`config.mk`:
```
export PLATFORM = sky130hd
export DESIGN_NAME = frame_capture_ctrl
export DESIGN_NICKNAME = d
export VERILOG_FILES = /design/src/rtl/frame_capture_pkg.sv /design/src/rtl/frame_capture_ctrl_axis_out_reg.sv /design/src/rtl/frame_capture_ctrl.sv
export SDC_FILE = /design/constraint.sdc
export NUM_CORES = 1
export LEC_CHECK = 0
export CAP_MARGIN = 20
export CORE_ASPECT_RATIO = 1.75
export CORE_MARGIN = 3
export CORE_UTILIZATION = 45
export DETAILED_ROUTE_END_ITERATION = 12
export PLACE_DENSITY = 0.76
export SYNTH_ARGS = -nofsm -noshare
export SYNTH_HDL_FRONTEND = slang
export SYNTH_SLANG_ARGS = --single-unit
```
`constraint.sdc`:
```
create_clock -name clk -period 4.55 [get_ports clk]
set_input_delay 0.91 -clock clk [delete_from_list [all_inputs] [get_ports clk]]
set_output_delay 0.91 -clock clk [all_outputs]
set_load 0.005 [all_outputs]
```
`src/rtl/frame_capture_pkg.sv`:
```
`default_nettype none
// +----------------------------------------------------------------------+
// | frame_capture_pkg : shared types and constants for frame_capture_ctrl |
// | Revision 1.0                                                          |
// +----------------------------------------------------------------------+
package frame_capture_pkg;

  typedef enum logic [1:0] {
    IDLE     = 2'd0,
    WAIT_SOF = 2'd1,
    PASS     = 2'd2,
    DROP     = 2'd3
  } state_t;

  localparam logic [1:0] MODE_STOP   = 2'd0;
  localparam logic [1:0] MODE_CONT   = 2'd1;
  localparam logic [1:0] MODE_SINGLE = 2'd2;

  localparam int DEF_DATA_W     = 10;
  localparam int DEF_LINE_CNT_W = 10;
  localparam int DEF_FCNT_W     = 16;
  localparam int WIDTH_CNT_W    = 12;

endpackage
`default_nettype wire

```
`src/rtl/frame_capture_ctrl_axis_out_reg.sv`:
```
`default_nettype none
// +----------------------------------------------------------------------+
// | axis_out_reg : single-entry AXI-Stream output register               |
// | Revision 1.0                                                          |
// +----------------------------------------------------------------------+
module axis_out_reg #(
  parameter int W = 12
) (
  input  logic         clk,
  input  logic         rst,
  input  logic         load,
  input  logic [W-1:0] load_data,
  input  logic         ready,
  output logic         valid,
  output logic [W-1:0] data,
  output logic         full
);

  logic         valid_q, valid_d;
  logic [W-1:0] data_q, data_d;

  always_comb begin
    valid_d = valid_q;
    data_d  = data_q;
    if (valid_q && ready) valid_d = 1'b0;
    // A load in the same cycle as a drain keeps the register valid.
    if (load) begin
      valid_d = 1'b1;
      data_d  = load_data;
    end
  end

  always_ff @(posedge clk) begin
    if (rst) begin
      valid_q <= 1'b0;
      data_q  <= '0;
    end else begin
      valid_q <= valid_d;
      data_q  <= data_d;
    end
  end

  assign valid = valid_q;
  assign data  = data_q;
  assign full  = valid_q & ~ready;

endmodule
`default_nettype wire

```
`src/rtl/frame_capture_ctrl.sv`:
```
`default_nettype none
// +----------------------------------------------------------------------+
// | frame_capture_ctrl : frame-aligned capture sequencer for VDMA writes  |
// | Option: FRAME_CAPTURE_CTRL_LINE_STATS_EN adds line width statistics   |
// | Revision 1.0                                                          |
// +----------------------------------------------------------------------+
module frame_capture_ctrl
  import frame_capture_pkg::*;
#(
  parameter int DATA_W     = DEF_DATA_W,
  parameter int LINE_CNT_W = DEF_LINE_CNT_W,
  parameter int FCNT_W     = DEF_FCNT_W
) (
  input  logic                  clk,
  input  logic                  rst,
  input  logic                  s_axis_tvalid,
  input  logic [DATA_W-1:0]     s_axis_tdata,
  input  logic                  s_axis_tuser,
  input  logic                  s_axis_tlast,
  output logic                  m_axis_tvalid,
  input  logic                  m_axis_tready,
  output logic [DATA_W-1:0]     m_axis_tdata,
  output logic                  m_axis_tuser,
  output logic                  m_axis_tlast,
  input  logic [1:0]            ctrl_mode,
  input  logic                  ctrl_start,
  input  logic [LINE_CNT_W-1:0] cfg_height,
  input  logic [7:0]            cfg_skip,
  input  logic                  status_clear,
  output logic                  busy,
  output logic [FCNT_W-1:0]     frame_count,
  output logic                  err_short,
  output logic                  err_overflow
`ifdef FRAME_CAPTURE_CTRL_LINE_STATS_EN
  ,
  output logic [WIDTH_CNT_W-1:0] last_width,
  output logic                   err_width
`endif
);

  state_t                state_q, state_d;
  logic [7:0]            skip_q, skip_d;
  logic [LINE_CNT_W-1:0] line_q, line_d;
  logic                  single_q, single_d;
  logic [FCNT_W-1:0]     fcnt_q, fcnt_d;
  logic                  err_short_q, err_short_d;
  logic                  err_ovf_q, err_ovf_d;

  logic                  sof;
  logic                  mode_stop;
  logic [LINE_CNT_W-1:0] height_eff;
  logic                  take_sof;
  logic                  fwd;
  logic                  first;
  logic [LINE_CNT_W-1:0] line_base;
  logic [LINE_CNT_W-1:0] line_next;
  logic                  load;
  logic                  out_full;

`ifdef FRAME_CAPTURE_CTRL_LINE_STATS_EN
  logic [WIDTH_CNT_W-1:0] beat_cnt_q, beat_cnt_d;
  logic [WIDTH_CNT_W-1:0] first_w_q, first_w_d;
  logic [WIDTH_CNT_W-1:0] last_w_q, last_w_d;
  logic [WIDTH_CNT_W-1:0] cur_w;
  logic                   err_width_q, err_width_d;
`endif

  assign sof        = s_axis_tvalid & s_axis_tuser;
  assign mode_stop  = (ctrl_mode != MODE_CONT) && (ctrl_mode != MODE_SINGLE);
  assign height_eff = (cfg_height == '0) ? {{(LINE_CNT_W-1){1'b0}}, 1'b1} : cfg_height;

  always_comb begin
    state_d     = state_q;
    skip_d      = skip_q;
    line_d      = line_q;
    single_d    = single_q;
    fcnt_d      = fcnt_q;
    err_short_d = err_short_q;
    err_ovf_d   = err_ovf_q;
    take_sof    = 1'b0;
    fwd         = 1'b0;
    first       = 1'b0;
    load        = 1'b0;
    line_base   = line_q;
    line_next   = line_q;
`ifdef FRAME_CAPTURE_CTRL_LINE_STATS_EN
    beat_cnt_d  = beat_cnt_q;
    first_w_d   = first_w_q;
    last_w_d    = last_w_q;
    err_width_d = err_width_q;
    cur_w       = '0;
`endif

    case (state_q)
      IDLE: begin
        if (ctrl_mode == MODE_CONT) begin
          state_d = WAIT_SOF;
          skip_d  = 8'd0;
        end else if (ctrl_mode == MODE_SINGLE && ctrl_start) begin
          state_d  = WAIT_SOF;
          skip_d   = 8'd0;
          single_d = 1'b1;
        end
      end
      WAIT_SOF: begin
        if (mode_stop) state_d = IDLE;
        else if (sof)  take_sof = 1'b1;
      end
      PASS: begin
        if (sof) begin
          err_short_d = 1'b1;
          if (mode_stop) state_d = IDLE;
          else           take_sof = 1'b1;
        end else if (s_axis_tvalid) begin
          fwd = 1'b1;
        end
      end
      default: begin
        if (sof) begin
          if (mode_stop) state_d = IDLE;
          else           take_sof = 1'b1;
        end
      end
    endcase

    // Frame-start decision shared by WAIT_SOF, DROP and the short-frame restart.
    if (take_sof) begin
      if (skip_q == 8'd0) begin
        fwd   = 1'b1;
        first = 1'b1;
      end else begin
        skip_d  = skip_q - 8'd1;
        state_d = WAIT_SOF;
      end
    end

    if (fwd) begin
      if (out_full) begin
        err_ovf_d = 1'b1;
        state_d   = DROP;
      end else begin
        load      = 1'b1;
        line_base = first ? '0 : line_q;
        line_next = line_base + 1'b1;
        if (first) begin
          skip_d  = cfg_skip;
          line_d  = '0;
          state_d = PASS;
        end
        if (s_axis_tlast) begin
          if (line_next == height_eff) begin
            fcnt_d  = fcnt_q + 1'b1;
            line_d  = '0;
            state_d = (single_q || ctrl_mode != MODE_CONT) ? IDLE : WAIT_SOF;
          end else begin
            line_d = line_next;
          end
        end
`ifdef FRAME_CAPTURE_CTRL_LINE_STATS_EN
        cur_w = (first ? '0 : beat_cnt_q) + 1'b1;
        if (s_axis_tlast) begin
          last_w_d   = cur_w;
          beat_cnt_d = '0;
          if (line_base == '0)        first_w_d   = cur_w;
          else if (cur_w != first_w_q) err_width_d = 1'b1;
        end else begin
          beat_cnt_d = cur_w;
        end
`endif
      end
    end

    if (state_d == IDLE) single_d = 1'b0;

    if (status_clear) begin
      fcnt_d      = '0;
      err_short_d = 1'b0;
      err_ovf_d   = 1'b0;
`ifdef FRAME_CAPTURE_CTRL_LINE_STATS_EN
      err_width_d = 1'b0;
`endif
    end
  end

  always_ff @(posedge clk) begin
    if (rst) begin
      state_q     <= IDLE;
      skip_q      <= 8'd0;
      line_q      <= '0;
      single_q    <= 1'b0;
      fcnt_q      <= '0;
      err_short_q <= 1'b0;
      err_ovf_q   <= 1'b0;
    end else begin
      state_q     <= state_d;
      skip_q      <= skip_d;
      line_q      <= line_d;
      single_q    <= single_d;
      fcnt_q      <= fcnt_d;
      err_short_q <= err_short_d;
      err_ovf_q   <= err_ovf_d;
    end
  end

`ifdef FRAME_CAPTURE_CTRL_LINE_STATS_EN
  always_ff @(posedge clk) begin
    if (rst) begin
      beat_cnt_q  <= '0;
      first_w_q   <= '0;
      last_w_q    <= '0;
      err_width_q <= 1'b0;
    end else begin
      beat_cnt_q  <= beat_cnt_d;
      first_w_q   <= first_w_d;
      last_w_q    <= last_w_d;
      err_width_q <= err_width_d;
    end
  end

  assign last_width = last_w_q;
  assign err_width  = err_width_q;
`endif

  logic [DATA_W+1:0] out_data;

  axis_out_reg #(
    .W (DATA_W + 2)
  ) u_out_reg (
    .clk       (clk),
    .rst       (rst),
    .load      (load),
    .load_data ({s_axis_tuser, s_axis_tlast, s_axis_tdata}),
    .ready     (m_axis_tready),
    .valid     (m_axis_tvalid),
    .data      (out_data),
    .full      (out_full)
  );

  assign m_axis_tuser = out_data[DATA_W+1];
  assign m_axis_tlast = out_data[DATA_W];
  assign m_axis_tdata = out_data[DATA_W-1:0];

  assign busy         = (state_q != IDLE);
  assign frame_count  = fcnt_q;
  assign err_short    = err_short_q;
  assign err_overflow = err_ovf_q;

endmodule
`default_nettype wire

```
# After elaboration in Yosys (flattened, before gate mapping)
# Index checks and enable logic that the tools add are counted.
[op_classes]
addsub = 3
eq_ne = 7
n_mux = 41
n_bitwise = 5
n_reduce_logical = 17
[op_table]
columns = ["operator", "n"]
rows = [
  ["two-way mux 8 bit", 8],
  ["two-way mux 10 bit", 4],
  ["two-way mux 2 bit", 11],
  ["adder 16 x 1 -> 16 bit, second input constant", 1],
  ["two-way mux 1 bit", 16],
  ["adder 10 x 1 -> 10 bit, second input constant", 1],
  ["equality test 10 bit", 1],
  ["logical NOT 10 bit", 1],
  ["logical NOT 8 bit", 1],
  ["subtractor 8 x 1 -> 8 bit, second input constant", 1],
  ["AND reduction 2 bit", 3],
  ["equality test 2 x 1 -> 1 bit, second input constant", 2],
  ["equality test 2 bit, second input constant", 2],
  ["logical NOT 2 bit", 2],
  ["one-hot mux 2 bit (2 select lines)", 1],
  ["AND reduction 4 bit", 1],
  ["nonzero test 2 bit", 2],
  ["OR reduction 2 bit", 2],
  ["logical AND 1 bit", 3],
  ["NOT 1 bit", 3],
  ["AND reduction 3 bit", 1],
  ["AND 1 bit", 2],
  ["!= test 2 x 1 -> 1 bit, second input constant", 1],
  ["!= test 2 bit, second input constant", 1],
  ["2 further kinds", 2],
]
[word_totals]
register_bits = 52
word_cells = 82

# Longest topological paths before layout
[depth]
depth_word = 15
ltp_mapped = 16
depth_no_buf = 14

# Hierarchy
# From an unflattened synthesis, not the netlist that was laid out.
[hier_totals]
hier_cells = 376
hier_area_um2 = 2992.9
[by_module_without_submodules]
columns = ["module", "instances", "cells_each", "area_each_um2", "seq_area_each_um2"]
rows = [
  ["frame_capture_ctrl", 1, 334, 2514.9, 780.7],
  ["axis_out_reg", 1, 42, 478.0, 260.2],
]

# Worst setup path after synthesis
# OpenSTA, ideal clock, no wires.
[synth_path]
kind = "input-to-reg"
startpoint = "input port ctrl_mode[0]"
endpoint = "register fcnt_q[3], in the netlist frame_count[3]"
setup_time_ps = 70
arrival_time_ps = 4596
path_slack_ps = -116
stages = 16
path_buffers = 2
cell_sequence = "inv_1 -> ha_1 -> nand3b_1 -> or4_4 -> buf_6 -> and2_1 -> ha_1 -> xnor2_1 -> xor2_1 -> o221ai_1 -> or3_1 -> a221oi_2 -> buf_2 -> nand2_2 -> or4_1 -> a21oi_1"
[synth_between]
elab_chain_cells = 10
elab_cells_between_ends = 13
classes_between = "1 x add/sub; 3 x eq/ne; 7 x mux; 2 x reduce/logical"
[synth_rtl]
columns = ["item", "line", "text"]
rows = [
  ["start, declared", "frame_capture_ctrl.sv:25", "input logic [1:0] ctrl_mode,"],
  ["!= test 2 x 1 -> 1 bit or != test 2 bit (tied branches)", "frame_capture_ctrl.sv:69", "assign mode_stop = (ctrl_mode != MODE_CONT) && (ctrl_mode != MODE_SINGLE);"],
  ["logical AND 1 bit *", "frame_capture_ctrl.sv:69", ""],
  ["two-way mux 1 bit", "frame_capture_ctrl.sv:112, frame_capture_ctrl.sv:120", ""],
  ["two-way mux 1 bit", "frame_capture_ctrl.sv:110", "if (sof) begin"],
  ["one-hot mux 1 bit (2 select lines) *", "frame_capture_ctrl.sv:94", "case (state_q)"],
  ["two-way mux 1 bit", "frame_capture_ctrl.sv:127", "if (take_sof) begin"],
  ["two-way mux 10 bit", "n/a", ""],
  ["adder 10 x 1 -> 10 bit", "frame_capture_ctrl.sv:144", "line_next = line_base + 1'b1;"],
  ["equality test 10 bit", "frame_capture_ctrl.sv:151", "if (line_next == height_eff) begin"],
  ["AND reduction 4 bit (no source line) *", "n/a", ""],
  ["end signal, assigned", "frame_capture_ctrl.sv:199", "fcnt_q <= fcnt_d;"],
  ["end, declared", "frame_capture_ctrl.sv:45", "logic [FCNT_W-1:0] fcnt_q, fcnt_d;"],
]
# Every way passes the cells marked *; elsewhere a longest branch is shown, timed or not.
# A chain may end at the register's enable or synchronous reset.

# Worst setup path after layout
[layout_path]
startpoint = "input port s_axis_tvalid"
endpoint = "register line_q[3]"
[layout_between]
elab_chain_cells = 10
elab_cells_between_ends = 17
classes_between = "1 x add/sub; 1 x eq/ne; 13 x mux; 1 x bitwise; 1 x reduce/logical"
[layout_rtl]
columns = ["item", "line", "text"]
rows = [
  ["start, declared", "frame_capture_ctrl.sv:16", "input logic s_axis_tvalid,"],
  ["AND 1 bit", "frame_capture_ctrl.sv:68", "assign sof = s_axis_tvalid & s_axis_tuser;"],
  ["two-way mux 1 bit", "frame_capture_ctrl.sv:107", "else if (sof) take_sof = 1'b1;"],
  ["two-way mux 1 bit", "frame_capture_ctrl.sv:106", "if (mode_stop) state_d = IDLE;"],
  ["one-hot mux 1 bit (2 select lines)", "frame_capture_ctrl.sv:94", ""],
  ["two-way mux 1 bit", "frame_capture_ctrl.sv:127", ""],
  ["two-way mux 10 bit", "n/a", ""],
  ["adder 10 x 1 -> 10 bit", "frame_capture_ctrl.sv:144", ""],
  ["equality test 10 bit", "frame_capture_ctrl.sv:151", ""],
  ["two-way mux 10 bit", "frame_capture_ctrl.sv:151", ""],
  ["two-way mux 10 bit", "frame_capture_ctrl.sv:150", "if (s_axis_tlast) begin"],
  ["end signal, assigned", "frame_capture_ctrl.sv:197", "line_q <= line_d;"],
  ["end, declared", "frame_capture_ctrl.sv:43", "logic [LINE_CNT_W-1:0] line_q, line_d;"],
]
# Parallel ways exist; a longest one is shown, timed or not.

==> impl_metrics.env <==
export IMPL_async_reset_ff_share_pct=0
export IMPL_syn_area_mm2=0.002945
export IMPL_synth_top_area_cell="dfxtp_1"
export IMPL_yosysSeqAreaShare_pct=35.34
export IMPL_slew_viol_final=0
export IMPL_grt_max_degree=38
export IMPL_grt_pass1_wl_mm=13.81
export IMPL_slowest_stage="clkdlybuf4s50_1"
export IMPL_clk_latency_ps=310
export IMPL_max_cap_violations=0
export IMPL_hold_viol_final=0
export IMPL_dpl_cell_count=543
export IMPL_p_leak_nw=1.443
export IMPL_die_area_mm2=0.007590
export IMPL_vdd_ir_drop_max_mv=0.1796
export IMPL_htreeDepth=2
export IMPL_syn_inst=388
export IMPL_syn_avg_cell_area_um2=7.591
export IMPL_num_io_pins=70
export IMPL_fin_crit_sh_pct=93.59
export IMPL_cts_made_buffers=5
export IMPL_finalClockSkew_ps=8.203
export IMPL_syn_to_final_growth_pct=38.23
export IMPL_cts_path_max_buffers=2
export IMPL_clk_pin_slew_ps=100
export IMPL_cts_tree="done"
export IMPL_gp_congestion=0.9670
export IMPL_worstSetupEndpointType="flop"
export IMPL_multi_input_area_mm2=0.001872
export IMPL_status="complete, no violations"
export IMPL_die_w_um=67.16
export IMPL_worstPathCellList="clkdlybuf4s50_1 -> nand3b_1 -> or4_4 -> and2_4 -> ha_4 -> nand4_1 -> or2_2 -> nor4b_1 -> o41ai_2 -> o311ai_4 -> buf_6 -> a211oi_4 -> or3b_1 -> a31oi_1"
export IMPL_path_delay_family="simple AND/OR/NAND/NOR gates"
export IMPL_ys_flop_type="dfxtp_1"
export IMPL_path_buf_inv=2
export IMPL_cp_arrival_ps=4500
export IMPL_nets=518
export IMPL_slowest_delay_ps=560
export IMPL_synth_distinct_cells=62
export IMPL_core_mm2=0.006276
export IMPL_root_buffer="clkbuf_8"
export IMPL_tightestPinTransition_ps=684.7
export IMPL_routedWlPerCell_um=14.94
export IMPL_gr_total_overflow=0
export IMPL_first_iter_violations=174
export IMPL_fin_cells=555
export IMPL_place_ws_ps=-551.3
export IMPL_yosys_warnings=0
export IMPL_num_rows=38
export IMPL_grt_pass1_vias=3051
export IMPL_drive_gt1_share_pct=12.42
export IMPL_period_minus_slack_ps=4258
export IMPL_start_util_pct=46.93
export IMPL_vias=3180
export IMPL_fillers=589
export IMPL_fmax_mhz=234.8
export IMPL_regArea_mm2=0.001041
export IMPL_required_ps=4790
export IMPL_crit_fanout=8
export IMPL_drtPass1Iterations=4
export IMPL_syn_nets=432
export IMPL_worstSetupStartpointType="primary input"
export IMPL_synth_edf_count=0
export IMPL_ys_top_cells_by_area="dfxtp_1, a21oi_1, nand2_1, nor2_1, o21ai_0"
export IMPL_setup_viol=0
export IMPL_synth_top_cell_area_share_pct=35.34
export IMPL_hp_class="flop to flop"
export IMPL_relSlewSlack_pct=54.18
export IMPL_via_per_inst=5.730
export IMPL_rsz0062_at_grt="false"
export IMPL_grt_antenna_before_repair=0
export IMPL_gr_usage_all_layers_pct=22.71
export IMPL_setup_slack_ps=291.8
export IMPL_drc=0
export IMPL_synth_seq_cells=52
export IMPL_ant_nets=0
export IMPL_wirelength_mm=8.289
export IMPL_p_per_area_mw_per_mm2=217.4
export IMPL_crit_type="primary input to flop"
export IMPL_antenna_cells=0
export IMPL_dpl_hpwl_mm=6.319
export IMPL_clock_sinks=52
export IMPL_fp_dieH_um=113.0
export IMPL_numPortBuffers=69
-- what timing repair did --
action                                  4_1_cts  5_1_grt
buffers inserted                              3        1
hold buffers                                  0        0
pin swaps                                     6        7
resized for setup                             7       13
endpoints found under the setup margin       24       24
-- synth_stat cells, types with 2 or more instances --
| master | n |
|---|---|
| a31oi_1 | 2 |
| nand4_1 | 13 |
| buf_6 | 2 |
| o41ai_1 | 3 |
| dfxtp_1 | 52 |
| or2_2 | 2 |
| nor3_1 | 7 |
| nor3b_1 | 2 |
| o21a_1 | 3 |
| clkbuf_1 | 13 |
| o311ai_0 | 2 |
| nor4_1 | 3 |
| or4_1 | 4 |
| and3_1 | 2 |
| buf_2 | 2 |
| a211o_1 | 2 |
| nand3b_1 | 2 |
| inv_1 | 14 |
| nand3_1 | 14 |
| a32oi_1 | 3 |
| nand2_1 | 51 |
| xor2_1 | 6 |
| mux2i_1 | 6 |
| o21ai_0 | 23 |
| or3_1 | 13 |
| a211oi_1 | 2 |
| xnor2_1 | 3 |
| nor2_1 | 47 |
| o21ai_1 | 3 |
| nand2b_1 | 5 |
| ha_1 | 6 |
| a21oi_1 | 43 |
| and2_1 | 4 |
-- through the flow --
stage	setup TNS (ps)	util (%)	power [W]	hold WS (ps)	area, um2
after floorplan	0	-	0.0005398	437.2	2958
after detailed placement	-12120	61.14	0.0006026	449.2	3837
after CTS	0	63.78	0.0008899	462.9	4003
after global placement	-9970	61.14	0.0005997	441.1	3837
after global routing	0	64.87	0.0009210	482.4	4071
final	0	64.87	0.0008851	458.6	4071
-- state kept, by name, indices dropped and copies added, names as in the netlist --
signal	cells
state_q	2
err_short	1
err_overflow	1
line_q	10
u_out_reg.valid	1
frame_count	16
skip_q	8
single_q	1
u_out_reg.data	12
-- power breakdown --
part	switching, W	internal, W
logic	0.0000609	0.0000668
clock network	0.000160	0.000125
registers	0.00000964	0.000463
total	0.000231	0.000654
-- layout by cell type, fill, tap and decap left out, types with 4 or more instances in the layout --
| cell type | Yosys | final |
|---|---|---|
| dfxtp_1 | 52 | 52 |
| nand2b_1 | 5 | 5 |
| inv_1 | 14 | 13 |
| clkbuf_8 | 0 | 6 |
| mux2i_1 | 6 | 6 |
| xor2_1 | 6 | 6 |
| ha_1 | 6 | 4 |
| nand2_1 | 51 | 51 |
| o21ai_0 | 23 | 23 |
| nand4_1 | 13 | 13 |
| nand3_1 | 14 | 14 |
| nor2_1 | 47 | 47 |
| or3_1 | 13 | 12 |
| nor3_1 | 7 | 7 |
| buf_4 | 1 | 27 |
| clkdlybuf4s50_1 | 0 | 67 |
| a21oi_1 | 43 | 42 |
-- worst paths after layout --
check               startpoint                 to  slack, ps  depth (start not counted)
min          u_out_reg.data[5]  u_out_reg.data[5]        460                          2
max reg2reg          skip_q[0]          line_q[3]        550                         15
max              s_axis_tvalid          line_q[3]        290                         14
min reg2reg  u_out_reg.data[5]  u_out_reg.data[5]        460                          2
-- cell type report --
cell class / count / share of cell area (%)
multi-input combinational: 304 / 45.97
sequential: 52 / 25.57
timing repair buffer: 97 / 22.34
tap: 80 / 2.459
clock buffer: 6 / 2.028
inverter: 14 / 1.291
clock inverter: 2 / 0.3380
-- worst register-to-register path, delay by kind of cell (launching register included) --
kind	cells	cell delay (ps)
and+or+nand+nor	7	1950
AOI/OAI and AO/OA	4	990
adders and majority gates	2	360
DFF	1	350
buffers and inverters	2	290
-- layer usage --
| metal | vias up | global-route usage (%) | routed length, um |
|---|---|---|---|
| met3 | 8 | 3.575 | 355 |
| met1 | 1496 | 24.89 | 3129 |
| li1 | 1575 | - | - |
| met5 | - | 0 | 0 |
| met2 | 101 | 41.92 | 4701 |
| met4 | 0 | 8.672 | 103 |
-- cells by family (layout without fill, tap and decap cells) --
| kind of cell | after synthesis | after routing | synth area share (%) |
|---|---|---|---|
| adders and majority gates | 6 | 6 | 2.549 |
| and+or+nand+nor | 180 | 180 | 30.63 |
| xor gates and xnor gates | 9 | 9 | 2.676 |
| AOI/OAI and AO/OA | 103 | 103 | 21.96 |
| buffers and inverters | 32 | 119 | 4.800 |
| DFF | 52 | 52 | 35.34 |
| muxes | 6 | 6 | 2.039 |
No activity file was read; power rests on OpenSTA's default activity.
